--- src/rtl/e_mdu_ctrl_pkg.sv ---
// Shared HL-op encodings, op-class helpers and
// the sequencer state type for the E-stage MDU.
package e_mdu_ctrl_pkg;

  typedef enum logic [3:0] {
    HL_NOWRITE = 4'd0,
    HL_MULT    = 4'd1,
    HL_MULTU   = 4'd2,
    HL_DIV     = 4'd3,
    HL_DIVU    = 4'd4,
    HL_MTHI    = 4'd5,
    HL_MTLO    = 4'd6,
    HL_MFHI    = 4'd7,
    HL_MFLO    = 4'd8
  } hl_op_e;

  typedef enum logic [1:0] {
    ST_IDLE = 2'd0,
    ST_MUL  = 2'd1,
    ST_DIV  = 2'd2
  } mdu_st_e;

  function automatic logic is_start(
    input logic [3:0] op
  );
    return (op >= 4'd1) && (op <= 4'd4);
  endfunction

  function automatic logic is_mul(
    input logic [3:0] op
  );
    return (op == 4'd1) || (op == 4'd2);
  endfunction

  function automatic logic is_any_hl(
    input logic [3:0] op
  );
    return (op >= 4'd1) && (op <= 4'd8);
  endfunction

endpackage

--- src/rtl/e_mdu_latency_cnt.sv ---
// Loadable down-counter; term_o flags the last
// counted cycle so the owner can retire the op.
module e_mdu_latency_cnt #(
  parameter int W = 4
) (
  input  logic         clk,
  input  logic         reset,
  input  logic         load_i,
  input  logic [W-1:0] val_i,
  output logic [W-1:0] cnt_o,
  output logic         term_o
);

  logic [W-1:0] cnt_q;
  logic [W-1:0] cnt_d;

  // load wins; otherwise count down and stop at zero
  always_comb begin
    cnt_d = cnt_q;
    if (load_i) begin
      cnt_d = val_i;
    end else if (cnt_q > W'(1)) begin
      cnt_d = cnt_q - W'(1);
    end else if (cnt_q == W'(1)) begin
      cnt_d = '0;
    end
  end

  // counter register
  always_ff @(posedge clk or negedge reset) begin
    if (!reset) cnt_q <= '0;
    else        cnt_q <= cnt_d;
  end

  assign cnt_o  = cnt_q;
  assign term_o = (cnt_q == W'(1));

endmodule

--- src/rtl/e_mdu_ctrl.sv ---
// E-stage sequencer for the HI/LO mul/div unit:
// issue, latency tracking, D stall, error, stats.
module e_mdu_ctrl
  import e_mdu_ctrl_pkg::*;
#(
  parameter int MULT_CYCLES = 5,
  parameter int DIV_CYCLES  = 10,
  parameter int CNT_W       = 32
) (
  input  logic             clk,
  input  logic             reset,
  input  logic             e_valid,
  input  logic [3:0]       e_hl_op,
  input  logic             e_flush,
  input  logic [3:0]       d_hl_op,
  output logic [3:0]       mdu_op,
  output logic             mdu_busy,
  output logic             stall_d,
  output logic             done,
  output logic             err,
  output logic [CNT_W-1:0] stall_cnt
);

  localparam int MAXC =
    (MULT_CYCLES > DIV_CYCLES) ?
    MULT_CYCLES : DIV_CYCLES;
  localparam int CW = $clog2(MAXC + 1);

  mdu_st_e          state_q, state_d;
  logic             err_q, err_d;
  logic [CNT_W-1:0] scnt_q, scnt_d;
  logic             idle;
  logic             e_live;
  logic             issue_ok;
  logic             start;
  logic             term;
  logic [CW-1:0]    load_val;
  logic [CW-1:0]    cnt_unused;

  assign idle     = (state_q == ST_IDLE);
  assign e_live   = e_valid & ~e_flush;
  assign issue_ok = e_live & idle;
  assign start    = issue_ok & is_start(e_hl_op);
  assign load_val = is_mul(e_hl_op) ?
                    CW'(MULT_CYCLES) :
                    CW'(DIV_CYCLES);

  e_mdu_latency_cnt #(
    .W (CW)
  ) u_lat (
    .clk    (clk),
    .reset  (reset),
    .load_i (start),
    .val_i  (load_val),
    .cnt_o  (cnt_unused),
    .term_o (term)
  );

  // next state: launch from IDLE, retire on terminal count
  always_comb begin
    state_d = state_q;
    unique case (state_q)
      ST_IDLE: begin
        if (start) begin
          state_d = is_mul(e_hl_op) ?
                    ST_MUL : ST_DIV;
        end
      end
      ST_MUL, ST_DIV: begin
        if (term) state_d = ST_IDLE;
      end
      default: state_d = ST_IDLE;
    endcase
  end

  // sticky error and saturating stall counter
  always_comb begin
    err_d  = err_q |
             (e_live & ~idle &
              (e_hl_op != HL_NOWRITE));
    scnt_d = scnt_q;
    if (stall_d && !(&scnt_q)) begin
      scnt_d = scnt_q + CNT_W'(1);
    end
  end

  // state registers
  always_ff @(posedge clk or negedge reset) begin
    if (!reset) begin
      state_q <= ST_IDLE;
      err_q   <= 1'b0;
      scnt_q  <= '0;
    end else begin
      state_q <= state_d;
      err_q   <= err_d;
      scnt_q  <= scnt_d;
    end
  end

  assign mdu_op    = issue_ok ? e_hl_op : HL_NOWRITE;
  assign mdu_busy  = start | ~idle;
  assign stall_d   = is_any_hl(d_hl_op) & mdu_busy;
  assign done      = ~idle & term;
  assign err       = err_q;
  assign stall_cnt = scnt_q;

endmodule
--- config.mk ---
export PLATFORM = sky130hd
export DESIGN_NAME = e_mdu_ctrl
export DESIGN_NICKNAME = d
export VERILOG_FILES = /design/src/rtl/e_mdu_ctrl_pkg.sv /design/src/rtl/e_mdu_latency_cnt.sv /design/src/rtl/e_mdu_ctrl.sv
export SDC_FILE = /design/constraint.sdc
export NUM_CORES = 1
export LEC_CHECK = 0
export CAP_MARGIN = 0
export CORE_UTILIZATION = 45
export CTS_CLUSTER_SIZE = 28
export DETAILED_ROUTE_END_ITERATION = 10
export GPL_ROUTABILITY_DRIVEN = 0
export PLACE_DENSITY_LB_ADDON = 0.15
export RECOVER_POWER = 100
export SKIP_LAST_GASP = 1
export SYNTH_ARGS = -nofsm -noshare
export SYNTH_HDL_FRONTEND = slang
export SYNTH_HIERARCHICAL = 1
export SYNTH_SLANG_ARGS = --single-unit
--- constraint.sdc ---
create_clock -name clk -period 2.1 [get_ports clk]
set_input_delay 0.315 -clock clk [delete_from_list [all_inputs] [get_ports clk]]
set_output_delay 0.315 -clock clk [all_outputs]
set_load 0.05 [all_outputs]
**Yosys cells after proc, flatten, opt, wreduce, memory -nomap -nowiden**

Index checks and enable logic that the tools add are counted.

- Equal/unequal tests: 7
- Bitwise operators: 11
- $lt $le $gt $ge: 5
- Reductions and logical operators: 11
- $add $sub $neg: 2
- Multiplexer cells: 9

Operator list:

| cell | count |
|---|---|
| $add 32x1->32 const B | 1 |
| $reduce_and 32->1 | 1 |
| $mux 4 | 5 |
| $eq 4x1->1 const B | 2 |
| $ge 4x1->1 const B | 2 |
| $and 1x1->1 | 7 |
| $mux 2 | 3 |
| $eq 4x2->1 const B | 1 |
| $gt 4x1->1 const B | 1 |
| $le 4x3->1 const B | 1 |
| $le 4x4->1 const B | 1 |
| $pmux 2 s2 | 1 |
| $reduce_bool 4->1 | 1 |
| $sub 4x1->4 const B | 1 |
| $logic_and 1x1->1 | 3 |
| $reduce_bool 3->1 | 1 |
| $eq 2x1->1 const B | 1 |
| $eq 2x2->1 const B | 1 |
| $logic_not 2->1 | 1 |
| $ne 2x1->1 const B | 1 |
| $ne 2x2->1 const B | 1 |
| $not 1->1 | 2 |
| $or 1x1->1 | 2 |
| $reduce_and 2->1 | 1 |
| other kinds (3) | 3 |

- Input bits: 12
- Bits in registers: 39
- Output and inout port bits: 40
- Logic and storage cells: 49

**Logic depth before layout (Yosys ltp)**

Gate-level depths: netlist of the first run.

- Depth in word-level cells: 7
- Gate-level depth with buffers: 9
- Gate-level depth less buffers: 8

**By module**

The synthesis of the first run kept the hierarchy.

Modules (own cells, without submodules):

| module | instances | area each (sq um) | sequential area each (sq um) | cells an instance |
|---|---|---|---|---|
| e_mdu_ctrl | 1 | 1961.9 | 875.8 | 191 |
| e_mdu_latency_cnt | 1 | 284.0 | 100.1 | 28 |

**Least setup slack after synthesis of the first run**

No wires, ideal clock.

- Path kind: register to register
- Start: reg state_q[0]
- End: reg scnt_q[7], in the netlist stall_cnt[7]
- Setup slack: -0.563 ns
- Period minus slack after synthesis: 2.663 ns
- Arrival: 2.584 ns
- Library setup time: 0.079 ns
- Buffers on the path: 1
- Stages on the path, launching flop included: 10
- Required time: 2.021 ns
- Cells stage by stage: dfrtp_1 -> inv_1 -> ha_1 -> and3b_1 -> a41o_1 -> nand2_1 -> buf_2 -> inv_1 -> a41oi_1 -> a21oi_1

- Cells in the longest elaborated chain, start to end: 6
- Elaborated cells between the ends (all ways): 7
- Classes of those cells: bitwise (5); reduce/logical (2)

RTL lines:

| element | line | text |
|---|---|---|
| from (decl) | e_mdu_ctrl.sv:29 | `mdu_st_e state_q, state_d;` |
| from (signal assigned) | e_mdu_ctrl.sv:94 | `state_q <= state_d;` |
| $logic_not 2->1 (*) | e_mdu_ctrl.sv:40 | `assign idle = (state_q == ST_IDLE);` |
| $and 1x1->1 | e_mdu_ctrl.sv:42 | `assign issue_ok = e_live & idle;` |
| $and 1x1->1 | e_mdu_ctrl.sv:43 | `assign start = issue_ok & is_start(e_hl_op);` |
| $or 1x1->1 (*) | e_mdu_ctrl.sv:101 | `assign mdu_busy = start \| ~idle;` |
| named net mdu_busy | e_mdu_ctrl.sv:17 | `output logic mdu_busy,` |
| $and 1x1->1 (*) | e_mdu_ctrl.sv:102 | `assign stall_d = is_any_hl(d_hl_op) & mdu_busy;` |
| named net stall_d | e_mdu_ctrl.sv:18 | `output logic stall_d,` |
| $logic_and 1x1->1 (*) | e_mdu_ctrl.sv:82 | `if (stall_d && !(&scnt_q)) begin` |
| to (signal assigned) | e_mdu_ctrl.sv:96 | `scnt_q <= scnt_d;` |
| to (decl) | e_mdu_ctrl.sv:31 | `logic [CNT_W-1:0] scnt_q, scnt_d;` |

Mark *: on every way through the listed nets, which the timed path passes. The rest lies on a longest branch.
A chain may end at the register's enable or synchronous reset.

**Worst setup path after layout of the first run**

- Start: reg state_q[0]
- End: reg scnt_q[13], in the netlist stall_cnt[13]

- Cells in the longest elaborated chain, start to end: 6
- Elaborated cells between the ends (all ways): 7
- Classes of those cells: bitwise (5); reduce/logical (2)

RTL lines:

| element | line |
|---|---|
| $logic_not 2->1 (*) | e_mdu_ctrl.sv:40 |
| $and 1x1->1 | e_mdu_ctrl.sv:42 |
| $and 1x1->1 | e_mdu_ctrl.sv:43 |
| $or 1x1->1 (*) | e_mdu_ctrl.sv:101 |
| $and 1x1->1 (*) | e_mdu_ctrl.sv:102 |
| $logic_and 1x1->1 (*) | e_mdu_ctrl.sv:82 |

Mark *: on every way between the ends. The rest lies on a longest branch, timed or not.

==> reports/qor.csv, run 1 <==
metric,value,unit
clock_skew,7.85,ps
hold_buffers,0,
ir_drop,0.909,mV
cts-root-buf,clkbuf_8,
p_leak,1.46,nW
syn_nets,235,
htree_levels,2,
fp.dieH,72.6,um
grt_pass1_vias,1859,
post-route-period-util,99.7,%
drcViolationCount,0,
layout_common_cells,"41 x clkdlybuf4s50_1, 29 x buf_4, 27 x xor2_1",
setup_ws,5.46,ps
slew_violations,0,
power,2.81,mW
seq_area_frac_synth,43.5,%
layout_commonest_cell,clkdlybuf4s50_1,
num_antenna_cells,0,
via_per_inst,5.31,
finish.utilization,70.4,%
row_count,25,
hold_ws,208,ps
reg2reg_to,stall_cnt[13],
reg2reg_from,state_q[0],
synth-simple-area-share,33.5,%
crit_path_end_kind,register,
ys_seq_elements,39,
synth_compound_area_share,4.74,%
synth_edf_count,0,
synth_warnings,6,
reg2regPathDepth,8,
ant_nets,0,
critPathMaxFanout,4,
dpl_cell_area,0.00313,mm^2
regToRegSetupSlack,5,ps
grt.total_usage,20.1,%
synth_mux_area_share,2.12,%
numCtsBuffers,5,
synth_area,0.00225,mm^2
design.portCount,52,
relSlewSlack,26.7,%
die-area,0.00528,mm^2
start_kind,register,
num_vias,1976,
grt_overflow,0,
synthXorXnorAreaFrac,11.7,%
final_area,0.00335,mm^2
power_density,840,mW/mm^2
clock_latency,290,ps
async_flop_share,100,%
fillers,388,
port_buffers,51,
dr.pass1.iters,4,
fin_nets,320,
post-route-min-period,2090,ps
cts_tree,built,
coreArea,0.00475,mm^2
cts_buffer_depth,2,
crit_type,register to register,
cap_viol_max_count,0,
worstMarginPinSlew,1100,ps
drive_gt1_share,34.1,%
antenna_found_initial,0,
run_status,completed,
die_w,72.6,um
grt_pass1_wl,8170,um
synth_top_family_by_area,simple AND/OR/NAND/NOR gates,
synth_adder_area_share,2.23,%
critPathArrivalTime,2270,ps
synthToLayoutAreaGrowth,49.1,%
min_path_type,input port to asynchronous set/reset pin,
drtIter0Drc,84,
syn_inst,219,
required,2280,ps
post_drt_wl_per_cell,14.2,um
avgSynthCellArea,10.3,um^2
wirelength,5280,um
synth_ff_type,dfrtp_1,
post-dp-hpwl,3860,um
finalHoldViolations,0,
initial_core_util,47.2,%
finalSetupViolations,0,
pre_cts_ws,-159,ps
cts.reportedPaths.clkPinSlew,80,ps
cts_sinks,39,
yosys.cell_types.count,49,
grt_max_degree,21,
rsz0062_at_grt,yes,
max_freq,477,MHz
[stage by stage]
stage / TNS (ps) / std cells
6_report: 0 / 372
2_1_floorplan: -4.92 / 219
3_3_place_gp: -1140 / 358
5_1_grt: -328 / 372
3_5_place_dp: -1850 / 358
4_1_cts: -60.6 / 368
[worst max path at each step]
stage,cells past startpoint,endpoint,startpoint,slack [ps]
after detailed placement,6,stall_cnt[13],e_hl_op[0],-160
after global placement,7,stall_cnt[12],e_hl_op[0],-120
after global routing,9,stall_cnt[12],state_q[1],-80
after floorplan,9,stall_cnt[7],state_q[0],-5
after CTS,6,stall_d,e_hl_op[0],-30
final,8,stall_cnt[13],state_q[0],5
[kinds of logic after synthesis]
logic type,count (synthesis)
buffers and inverters,13
xor gates and xnor gates,30
AOI/OAI and AO/OA,13
adders and majority gates,4
DFF,39
and+or+nand+nor,116
muxes,4
[registers in the layout, indices dropped and copies added (netlist names)]
signal       cells
stall_cnt       32
err              1
u_lat/cnt_o      4
state_q          2
[cell usage after synthesis, drive strengths merged (2+ instances only)]
master,instances,share of area (%)
a41o,2,0.89
and2,6,1.7
and3,2,0.56
and4,5,1.9
buf,3,0.61
dfrtp,39,43
ha,4,2.2
inv,10,1.7
mux2,3,1.7
nand2,16,2.7
nand2b,3,0.84
nand3,13,2.9
nand3b,2,1.2
nand4,8,2.5
nor2,7,1.3
nor2b,3,0.84
nor3,18,4.5
nor3b,6,2.0
nor4,13,4.6
nor4b,5,2.9
o21ai,3,0.67
or2,2,0.56
or3,3,0.89
or4,2,0.84
xnor2,3,1.2
xor2,27,11
[cell type report]
type / instances / area, um^2 / share of cell area (%)
Clock buffer: 8 / 80.1 / 2.39
Inverter: 10 / 41.3 / 1.23
Multi-Input combinational cell: 167 / 1340 / 40.1
Sequential cell: 39 / 1010 / 30.1
Tap cell: 67 / 83.8 / 2.50
Timing Repair Buffer: 81 / 792 / 23.7
[critical path: stages (launching register included)]
cell,delay (ps)
dfrtp_1,400
inv_2,80
ha_4,140
and3b_2,210
a41o_4,270
nand2_4,90
buf_6,140
or4b_4,520
xnor2_2,140
[per-layer routing]
layer  part of all wire [%]  vias up  track usage [%]
li1                       -      973                -
met1                     46      965             25.1
met2                     50       30             33.5
met3                    2.9        8             4.42
met4                    1.6        0             8.93
met5                      0        -                0
[what timing repair did]
action,in CTS,in global routing
pin swaps,0,4
resized for setup,2,22
setup buffers,2,4
endpoints found under the hold margin,0,0
endpoints found under the setup margin,1,13
[power breakdown]
group / leakage (nW) / switching (mW) / total (mW) / internal [mW]
combinational: 0.931 / 0.723 / 1.32 / 0.593
sequential: 0.485 / 0.146 / 1.01 / 0.868
clock: 0.0395 / 0.246 / 0.482 / 0.236
total: 1.46 / 1.11 / 2.81 / 1.70
(Power assumes the default switching activity.)
==> run 2: changes to the inputs <==
Settings changed: SYNTH_HIERARCHICAL 1 to unset.
==> reports/qor.csv, run 2 <==
metric,value,unit,change
run_status,"finished, violations left",,was completed
violations,DRC,,
port_buffers,51,,unchanged
drcViolationCount,4,,was 0
yosysMostFrequentCell,dfrtp_1,,unchanged
yosys.cell_types.count,42,,was 49
fp.dieH,71.4,um,was 72.6 um
cts.reportedPaths.clkPinSlew,70,ps,was 80 ps
layout_common_cells,"33 x dlygate4sd3_1, 30 x dfrtp_1, 27 x xor2_1",,"was 41 x clkdlybuf4s50_1, 29 x buf_4, 27 x xor2_1"
initial_core_util,48.4,%,was 47.2%
start_kind,input port,,was register
grt.total_usage,20.7,%,was 20.1%
antenna_found_initial,0,,unchanged
p_leak,1.43,nW,was 1.46 nW
clock_skew,1.80,ps,was 7.85 ps
synth_warnings,0,,was 6
die_w,71.4,um,was 72.6 um
finish.utilization,66.6,%,was 70.4%
finalSetupViolations,0,,unchanged
synthToLayoutAreaGrowth,37.6,%,was 49.1%
yosys.area.top_type,dfrtp_1,,unchanged
post_drt_wl_per_cell,13.9,um,was 14.2 um
seq_area_frac_synth,45.1,%,was 43.5%
clock_latency,290,ps,about the same
design.portCount,52,,unchanged
row_count,24,,was 25
num_vias,1807,,was 1976
fillers,375,,was 388
rsz0062_at_grt,no,,was yes
synth_ff_type,dfrtp_1,,unchanged
grt_overflow,0,,unchanged
post-route-period-util,98.1,%,was 99.7%
hold_buffers,0,,unchanged
async_flop_share,100,%,unchanged
synth_area_leaders,"dfrtp_1 45%, xor2_1 11%, nor3_1 4.4%",,"was dfrtp_1 43%, xor2_1 11%, nor3_1 3.6%"
syn_nets,226,,was 235
grt_pass1_wl,8090,um,was 8170 um
multi_input_area,0.00113,mm^2,was 0.00134 mm^2
dr.pass1.iters,7,,was 4
power_frac_clock,19.5,%,was 17.2%
ir_drop,0.754,mV,was 0.909 mV
cts_tree,built,,unchanged
synth_top_area_share,45.1,%,was 43.5%
relSlewSlack,36.0,%,was 26.7%
combPwrFrac,41.3,%,was 46.8%
drive_gt1_share,21.9,%,was 34.1%
post-route-min-period,2060,ps,was 2090 ps
p_seq_share,39.3,%,was 36.0%
syn_inst,210,,was 219
intPower,1.52,mW,was 1.70 mW
ys_seq_elements,39,,unchanged
grt_max_degree,40,,was 21
grt_pass1_vias,1704,,was 1859
largest_reg_flops,32,,unchanged
p_switching,0.960,mW,was 1.11 mW
synth_common_cells,"39 x dfrtp_1, 27 x xor2_1, 22 x nand2_1",,"was 39 x dfrtp_1, 27 x xor2_1, 16 x nand2_1, 16 x nor3_1, 13 x nand3_1"
switching_share,38.8,%,was 39.7%
synth_edf_count,0,,unchanged
cap_viol_max_count,0,,unchanged
via_per_inst,5.39,,was 5.31
required,1780,ps,was 2280 ps
htree_levels,2,,unchanged
final_area,0.00298,mm^2,was 0.00335 mm^2
drtIter0Drc,170,,was 84
numCtsBuffers,5,,unchanged
die-area,0.00509,mm^2,was 0.00528 mm^2
fin_nets,298,,was 320
power_density,832,mW/mm^2,was 840 mW/mm^2
crit_type,input port to output port,,was register to register
worstMarginPinSlew,960,ps,was 1100 ps
critPathMaxFanout,4,,unchanged
regArea,987,um^2,was 0.00101 mm^2
num_antenna_cells,0,,unchanged
critPathArrivalTime,1750,ps,was 2270 ps
finalHoldViolations,0,,unchanged
synth_area,0.00217,mm^2,was 0.00225 mm^2
layout_commonest_cell,dlygate4sd3_1,,was clkdlybuf4s50_1
wirelength,4650,um,was 5280 um
min_path_type,input port to asynchronous set/reset pin,,unchanged
avgSynthCellArea,10.3,um^2,about the same
dpl_cell_area,0.00291,mm^2,was 0.00313 mm^2
cts_buffer_depth,2,,unchanged
post-cts-setup-buffers,0,,was 2
coreArea,0.00447,mm^2,was 0.00475 mm^2
cts-root-buf,clkbuf_8,,unchanged
max_freq,485,MHz,was 477 MHz
ant_nets,0,,unchanged
cts_sinks,39,,unchanged
crit_path_end_kind,output port,,was register
slew_violations,0,,unchanged
post-dp-hpwl,3500,um,was 3860 um
[run 2: worst max-delay path, stage by stage]
cell             delay, ps
clkdlybuf4s50_1        450
or3_4                  410
a31o_4                 260
buf_4                  130
buf_4                  180
[run 2: worst paths after layout]
| path | startpoint | to | slack (ps) | cells past startpoint |
|---|---|---|---|---|
| worst max-delay path | e_hl_op[0] | mdu_busy | 40 | 5 |
| worst min-delay path | reset | u_lat.cnt_o[1] | 250 | 2 |
| worst max register to register | state_q[0] | stall_cnt[21] | 150 | 8 |
| worst min register to register | err | err | 470 | 1 |
| max in group asynchronous | reset | stall_cnt[6] | 1200 | 2 |
| min in group clk | err | err | 470 | 1 |
[run 2: timing repair]
action,CTS,global route
pin swaps,0,1
hold endpoints to repair,0,0
endpoints found under the setup margin,1,2
gates resized for setup,3,3
[run 2: layout make-up]
class,count,share of cell area [%]
Clock buffer,7,2.56
Clock inverter,1,0.168
Inverter,10,1.26
Multi-Input combinational cell,158,38.0
Sequential cell,39,33.1
Tap cell,52,2.18
Timing Repair Buffer,68,22.7
[run 2: cells by family after synthesis]
kind of cell	count (synthesis)	share of synthesized area, %
and+or+nand+nor	105	30.7
muxes	3	1.50
AOI/OAI and AO/OA	14	5.03
buffers and inverters	13	2.43
adders and majority gates	4	2.31
DFF	39	45.1
xor gates and xnor gates	32	12.9
[run 2: layer usage]
layer / vias up / track usage (%) / part of all wire, %
li1: 896 / - / -
met3: 8 / 5.63 / 5.4
met4: 0 / 6.00 / 1.5
met5: - / 0 / 0
met1: 853 / 29.6 / 48
met2: 50 / 30.9 / 45
[run 2: power by group through the flow]
stage	clock (mW)	sequential [mW]	combinational, mW
floorplan	0	1.15	0.504
global placement	0	0.982	1.01
detailed placement	0	0.987	1.04
CTS	0.503	0.974	1.05
global route	0.533	0.993	1.12
finish	0.482	0.973	1.02
[run 2: stage by stage]
step / hold WS, ps / total power [mW] / worst slack [ps] / setup TNS [ps] / std cells
2_1_floorplan: 19.4 / 1.65 / 16.9 / 0 / 210
3_3_place_gp: 398 / 1.99 / -9.97 / -9.97 / 327
3_5_place_dp: 400 / 2.02 / -102 / -520 / 327
4_1_cts: 77.2 / 2.52 / 12.9 / 0 / 335
5_1_grt: 332 / 2.64 / 2.55 / 0 / 335
6_report: 245 / 2.48 / 39.2 / 0 / 335
==> run 3: changes to the inputs <==
Settings changed: CORE_UTILIZATION 45 to 25.
==> reports/qor.csv, run 3 (synthesis results as in run 2) <==
metric,value,unit,change
antenna_found_initial,0,,unchanged
worstMarginPinSlew,978,ps,was 960 ps
grt_max_degree,40,,unchanged
layout_commonest_cell,dlygate4sd3_1,,unchanged
pre_cts_ws,-89.4,ps,was -102 ps
num_vias,1775,,was 1807
die-area,0.00904,mm^2,was 0.00509 mm^2
design.portCount,52,,unchanged
die_w,95.1,um,was 71.4 um
wirelength,5210,um,was 4650 um
htree_levels,2,,unchanged
clock_skew,10.1,ps,was 1.80 ps
slew_violations,0,,unchanged
fillers,837,,was 375
p_leak,1.48,nW,was 1.43 nW
port_buffers,51,,unchanged
finish.utilization,37.4,%,was 66.6%
cts_tree,built,,unchanged
row_count,33,,was 24
reg2reg_from,state_q[1],,was state_q[0]
grt_pass1_vias,1782,,was 1704
cts.reportedPaths.clkPinSlew,80,ps,was 70 ps
rsz0062_at_grt,no,,unchanged
drcViolationCount,0,,was 4
run_status,completed,,"was finished, violations left"
grt_busiest_layer,met2,,unchanged
relSlewSlack,34.8,%,was 36.0%
required,1780,ps,about the same
cts_sinks,39,,unchanged
power_frac_clock,22.4,%,was 19.5%
cts-root-buf,clkbuf_8,,unchanged
cp.buffers_inverters,3,,unchanged
layout_common_cells,"33 x dlygate4sd3_1, 30 x dfrtp_1, 27 x xor2_1",,unchanged
fp.dieH,95.1,um,was 71.4 um
via_per_inst,4.52,,was 5.39
initial_core_util,26.1,%,was 48.4%
post-route-period-util,97.8,%,was 98.1%
post-dp-hpwl,3980,um,was 3500 um
numCtsBuffers,5,,unchanged
cp_common_cell,buf_4,,unchanged
combPwrFrac,39.5,%,was 41.3%
power_density,817,mW/mm^2,was 832 mW/mm^2
post-route-min-period,2050,ps,was 2060 ps
critPathMaxStageDelay,450,ps,about the same
coreArea,0.00830,mm^2,was 0.00447 mm^2
start_kind,input port,,unchanged
finalSetupViolations,0,,unchanged
p_seq_share,38.1,%,was 39.3%
use_met3,1.91,%,was 5.63%
grt.total_usage,12.7,%,was 20.7%
synthToLayoutAreaGrowth,43.4,%,was 37.6%
p_switching,0.966,mW,was 0.960 mW
grt_overflow,0,,unchanged
cts_buffer_depth,2,,unchanged
crit_chain,clkdlybuf4s50_1 -> or3_4 -> a31o_4 -> buf_4 -> buf_4,,unchanged
clock_latency,290,ps,about the same
grt_pass1_wl,8910,um,was 8090 um
setup_tns,0,ps,unchanged
intPower,1.57,mW,was 1.52 mW
min_path_type,input port to asynchronous set/reset pin,,unchanged
drive_gt1_share,23.3,%,was 21.9%
crit_type,input port to output port,,unchanged
hold_ws,255,ps,was 245 ps
setup_ws,45.4,ps,was 39.2 ps
grt.met1_usage,18.6,%,was 29.6%
drtIter0Drc,33,,was 170
reg2regPathDepth,8,,unchanged
path_depth,5,,unchanged
crit_slowest_cell,clkdlybuf4s50_1,,unchanged
switching_share,38.1,%,was 38.8%
finalHoldViolations,0,,unchanged
num_antenna_cells,0,,unchanged
cap_viol_max_count,0,,unchanged
post_drt_wl_per_cell,13.3,um,was 13.9 um
critPathArrivalTime,1740,ps,was 1750 ps
largest_reg_flops,32,,unchanged
max_freq,487,MHz,was 485 MHz
met2_usage,19.2,%,was 30.9%
ir_drop,0.558,mV,was 0.754 mV
crit_path_end_kind,output port,,unchanged
fin_nets,303,,was 298
dr.pass1.iters,4,,was 7
reg2reg_to,stall_cnt[17],,was stall_cnt[21]
ant_nets,0,,unchanged
regToRegSetupSlack,130,ps,was 150 ps
power,2.54,mW,was 2.48 mW
critical-path-top-delay-family,buffers and inverters,,unchanged
critPathMaxFanout,4,,unchanged
## run 3: how the worst max path moves through the flow
stage,startpoint,end
3_5_place_dp,e_hl_op[1],stall_cnt[17]
5_1_grt,stall_cnt[0],stall_cnt[8]
6_report,e_hl_op[0],mdu_busy
2_1_floorplan,stall_cnt[0],stall_cnt[9]
4_1_cts,e_hl_op[0],stall_d
3_3_place_gp,e_hl_op[1],stall_cnt[21]
## run 3: power by group through the flow
stage	Clock (mW)	Sequential (mW)	Combinational, mW
finish	0.569	0.967	1.00
global route	0.632	0.985	1.09
CTS	0.592	0.970	1.03
detailed placement	0	0.983	1.03
global placement	0	0.984	1.02
floorplan	0	1.15	0.504
## run 3: metal layers
metal / part of all wire (%) / vias to the layer above
met1: 51 / 843
met2: 45 / 32
li1: - / 896
met3: 2.7 / 4
met4: 0.98 / 0
met5: 0 / -
## run 3: layout make-up
type,count,area (um^2),area share (%)
well taps,105,131,4.23
clock buffers,7,96.3,3.10
inverters,10,37.5,1.21
repair buffers,73,707,22.8
flip-flops and latches,39,987,31.8
clock inverters,1,7.51,0.242
multi-input cells,158,1140,36.7
## run 3: what timing repair did
item | 4_1_cts | 5_1_grt
setup endpoints to repair | 1 | 1
resized for setup | 2 | 2
setup buffers | 0 | 0
hold buffers | 0 | 0
## run 3: metrics by stage
step	cell area, um^2	std cells
2_1_floorplan	2180	210
3_3_place_gp	3010	385
3_5_place_dp	3010	385
4_1_cts	3120	393
5_1_grt	3110	393
6_report	3110	393
